### config.mk
export PLATFORM = sky130hd
export DESIGN_NAME = serv_pc_seq
export DESIGN_NICKNAME = d
export VERILOG_FILES = /design/src/rtl/serv_pc_seq.sv
export SDC_FILE = /design/constraint.sdc
export NUM_CORES = 1
export LEC_CHECK = 0
export ABC_AREA = 0
export ABC_CLOCK_PERIOD_IN_PS = 1600
export CORE_UTILIZATION = 35
export DETAILED_ROUTE_END_ITERATION = 10
export GPL_ROUTABILITY_DRIVEN = 0
export HOLD_SLACK_MARGIN = 0.05
export PLACE_DENSITY = 0.67
export SYNTH_ARGS = -nofsm -noshare
export SYNTH_HDL_FRONTEND = slang
export SYNTH_SLANG_ARGS = --single-unit
### constraint.sdc
create_clock -name clk -period 1.6 [get_ports clk]
set_input_delay 0.24 -clock clk [delete_from_list [all_inputs] [get_ports clk]]
set_output_delay 0.24 -clock clk [all_outputs]
set_load 0.005 [all_outputs]
### src/rtl/serv_pc_seq.sv
// Fetch/decode/execute sequencer and cycle counter for the serial PC datapath.
// Define SERV_PC_SEQ_MISALIGN_EN to add misaligned-jump detection and a trap pass.
module serv_pc_seq #(
    parameter int W      = 1,
    parameter int WITH_C = 0
) (
    input  logic         clk,
    input  logic         i_rst,
    output logic         o_ibus_cyc,
    input  logic         i_ibus_ack,
    input  logic         i_rf_ready,
    input  logic         i_jump,
    input  logic [W-1:0] i_bad_pc,
    output logic         o_pc_en,
    output logic         o_cnt0,
    output logic         o_cnt1,
    output logic         o_cnt2,
    output logic         o_cnt03,
    output logic         o_cnt12to31,
    output logic         o_cnt_done,
    output logic         o_trap
);

    localparam int CW = (W == 1) ? 5 : 3;
    localparam logic [CW-1:0] LAST = CW'(32 / W - 1);

    localparam logic [2:0] IDLE   = 3'd0;
    localparam logic [2:0] FETCH  = 3'd1;
    localparam logic [2:0] DECODE = 3'd2;
    localparam logic [2:0] RUN    = 3'd3;
    localparam logic [2:0] TRAP   = 3'd4;

    logic [2:0]    state_q, state_d;
    logic [CW-1:0] cnt_q, cnt_d;
    logic          ibus_cyc_q, ibus_cyc_d;
    logic          trap_q, trap_d;
    logic          active;
    logic          last;
    logic          unused_ok;

    assign active = (state_q == RUN) || (state_q == TRAP);
    assign last   = active && (cnt_q == LAST);

    always_comb begin
        state_d = state_q;
        unique case (state_q)
            IDLE:    state_d = FETCH;
            FETCH:   if (i_ibus_ack) state_d = DECODE;
            DECODE:  if (i_rf_ready) state_d = RUN;
            RUN:     if (last) state_d = trap_q ? TRAP : FETCH;
            TRAP:    if (last) state_d = FETCH;
            default: state_d = IDLE;
        endcase
    end

    // Counter runs only while a pass is in progress and wraps on its last beat.
    assign cnt_d      = (active && !last) ? cnt_q + CW'(1) : '0;
    assign ibus_cyc_d = (state_d == FETCH);

`ifdef SERV_PC_SEQ_MISALIGN_EN
    logic bad_bit;
    logic misalign;

    // Target bit 1 arrives on lane 0 at beat 1 (W=1) or lane 1 at beat 0 (W=4).
    assign bad_bit  = (W == 1) ? (i_bad_pc[0] && (cnt_q == CW'(1)))
                               : (i_bad_pc[(W > 1) ? 1 : 0] && (cnt_q == '0));
    assign misalign = (WITH_C == 0) && (state_q == RUN) && i_jump && bad_bit;
    assign trap_d   = ((state_q == RUN) && (state_d == TRAP)) ? 1'b0
                                                              : (trap_q || misalign);
`else
    assign trap_d = 1'b0;
`endif

    assign unused_ok = ^{i_jump, i_bad_pc, WITH_C[0]};

    always_ff @(posedge clk or posedge i_rst) begin
        if (i_rst) begin
            state_q    <= IDLE;
            cnt_q      <= '0;
            ibus_cyc_q <= 1'b0;
            trap_q     <= 1'b0;
        end else begin
            state_q    <= state_d;
            cnt_q      <= cnt_d;
            ibus_cyc_q <= ibus_cyc_d;
            trap_q     <= trap_d;
        end
    end

    assign o_ibus_cyc = ibus_cyc_q;
    assign o_pc_en    = active;
    assign o_cnt_done = last;
    assign o_trap     = (state_q == TRAP);

    if (W == 1) begin : g_w1
        assign o_cnt0      = active && (cnt_q == '0);
        assign o_cnt1      = active && (cnt_q == CW'(1));
        assign o_cnt2      = active && (cnt_q == CW'(2));
        assign o_cnt03     = 1'b0;
        assign o_cnt12to31 = active && (cnt_q >= CW'(12));
    end else begin : g_w4
        assign o_cnt0      = active && (cnt_q == '0);
        assign o_cnt1      = 1'b0;
        assign o_cnt2      = 1'b0;
        assign o_cnt03     = active && (cnt_q == '0);
        assign o_cnt12to31 = active && (cnt_q >= CW'(3));
    end

endmodule
==> key figures <==
Place
  • Post-DP HPWL: around 740 um
  • Placed Cells incl. Taps: 86
  • Place WS: -0.417 ns
  • Port bufs: 11

Drt
  • Via count: ~460
  • Total wire length: approximately 1100 um
  • WL/cell: roughly 12 um
  • Final antenna-violating net count: 0
  • Vias per inst: approximately 4.7
  • 1st-pass router iterations: 4
  • DRT iter0 DRCs: 6
  • DRC viols: 0

GRT
  • Global-route wire length before repair: 1730 um
  • GRT Util Overall: 16.6%
  • Initial antenna violation count: 0
  • Largest net degree at the start of global routing: 10
  • Vias in the first global route: around 400
  • Congestion Overflow GR: 0

Outcome
  • Violated checks: negative setup slack
  • Outcome: complete, but fails checks

Synthesis
  • Sequential area share after synthesis: 42.1%
  • Yosys synthesis warning count: 0
  • Post-Syn Instances: 50
  • Mapped Area: between 500 and 600 um^2
  • Largest cells by area after synthesis: dfrtp_1, ha_1, and2_1
  • Post-synth top flop: dfrtp_1
  • Syn Nets: 61
  • Post-synth cell types: 22
  • Synth cell count leaders: and2_1, dfrtp_1, ha_1, a21oi_1, inv_1
  • Yosys reg bits: 9
  • Area leader, netlist: dfrtp_1
  • Post-synth top area share: a little over two fifths
  • Mean cell area of the mapped netlist: roughly 11 um^2
  • Post-synth EDFFs: 0
  • Synth async-reset ratio: 100%

Critical path
  • Cell family with most CP delay: simple AND/OR/NAND/NOR gates
  • Critical path peak fanout: 3
  • CP Capture Type: output pin
  • CP arrival: roughly 1.6 ns
  • Slowest CP cell: or3b_4
  • Required time of the critical path: between 1 and 1.5 ns
  • CP Cell Sequence: or3b_4, a2111oi_4, and2_1, buf_2
  • CP startpoint kind: register
  • Largest stage delay, worst path: approximately 0.42 ns
  • CP bufs+invs: 1
  • Setup CP Type: reg2out

Clock network
  • H-tree Lvls: 1
  • Root Buffer: clkbuf_4
  • Clk sinks: 9
  • Clk Latency, worst-skew pair: around 0.26 ns
  • CTS Buf Count: 3
  • Clock transition at path regs: 0.06 ns
  • CTS tree: yes
  • Maximum clock path buffer count: 2
  • Hold_buf cts: 0

Pwr
  • Worst vdd ir: about 0.76 mV
  • Post-route total power: approximately 1.0 mW
  • Static leakage: between 0.4 and 0.5 nW
  • PwrDens: roughly 1200 nW/um^2

Cells and area
  • Nets: 94
  • Diodes inserted: 0
  • Core Util, Final: 61.6%
  • Cell Count, Final, Fillers Out: 97
  • Layout cell share with drive strength beyond 1: approximately half
  • Synth-to-layout area growth: 57.2%

STA
  • Final number of setup-violating endpoints: 9
  • Min Tclk post-route: approximately 1.9 ns
  • RSZ-0062 raised after global routing: yes
  • Tcrit/Tclk final: 118%
  • FMAX: between 0.5 and 0.6 GHz
  • Fin worst setup slack: -0.282 ns
  • Fin. Hold Viols: 0
  • Clock Skews: 0.00754 ns
  • Final Slew Violations: 0

Floorplanning
  • Die X: just over 40 um
  • Starting Density: between 30% and 40%
  • Core ar.: 1370 um^2
  • Die Span Y: 41.1 um
  • Site row count: 13
  • # IOs: 15
  • Die ar.: roughly 1700 um^2

Min path
  • Worst Hold Class: in2async

Flow run
  • MaxCap Viol Count: 0
per-stage QoR:
stage | TNS (ns) | hold WS (ns) | area [um^2]
2_1_floorplan | -0.0271 | 0.0679 | 536
3_3_place_gp | -2.01 | 0.528 | 736
3_5_place_dp | -2.06 | 0.526 | 736
4_1_cts | -1.51 | 0.249 | 810
5_1_grt | -2.24 | 0.286 | 842
6_report | -1.54 | 0.239 | 842
routing by layer:
metal	track usage, %	up-vias	wire length (um)
li1	-	228	-
met1	19.9	214	486
met2	27.3	11	593
met3	8.15	2	52
met4	2.42	0	9
met5	0	-	0
report_power, final:
group	switching (mW)	internal (mW)	total [mW]	leakage, nW
Combinational	0.199	0.322	0.520	0.302
Clock	0.0755	0.0958	0.171	0.0150
Sequential	0.0472	0.282	0.329	0.111
Total	0.321	0.700	1.02	0.428
cells by family after synthesis:
family,Yosys count,synth area share [%]
AO/OA/AOI/OAI,8,14.0
XOR/XNOR,2,3.27
adder cells (fa/ha/maj),5,11.7
buffers and inverters,6,6.31
flip-flops,9,42.1
other,1,0.700
AND/OR/NAND/NOR,19,22.0
registers in the layout (all words and copies together) (netlist names):
name        flops
state_q         3
cnt_q           5
o_ibus_cyc      1
final cells by class:
class                   count  area (um^2)
multi-input cells          35          322
well taps                  15         18.8
fillers                   126          524
inverters                   4         15.0
clock buffers               4         26.3
flip-flops and latches      9          225
repair buffers             30          235
final timing paths:
| kind | start | end | slack (ns) | cells past startpoint |
|---|---|---|---|---|
| setup / recovery | state_q[1] | o_cnt1 | -0.28 | 4 |
| hold / removal | i_rst | state_q[1] | 0.24 | 2 |
| setup reg to reg | cnt_q[1] | o_ibus_cyc | -0.05 | 7 |
| hold reg to reg | state_q[2] | state_q[1] | 0.58 | 2 |
| max in group asynchronous | i_rst | state_q[0] | 1.10 | 2 |
| min in group clk | state_q[2] | state_q[1] | 0.58 | 2 |
layout by cell type (no fill, tap or decap):
master,count
o21bai_1,1
a21bo_2,1
a21oi_2,2
inv_1,4
clkbuf_1,1
dfrtp_1,9
clkdlybuf4s50_1,4
and2_4,2
xnor2_1,1
a21oi_1,2
buf_6,4
nand3b_1,2
buf_2,6
nor2_1,1
nand2_4,1
a222oi_1,1
clkbuf_4,3
ha_2,1
and2_1,7
or3b_4,1
ha_4,1
a2111oi_4,1
xor2_1,1
buf_4,16
ha_1,3
nor2b_2,1
nor2b_1,1
and3_4,1
nand3_1,1
nand2b_1,1
conb_1,1
timing repair:
item / CTS / global route
pin swaps: 8 / 5
endpoints found under the hold margin: 0 / 0
gates resized for setup: 32 / 10
endpoints found under the setup margin: 8 / 14
buffers inserted: 6 / 2
Note: power is estimated with default switching activity, not from simulation.
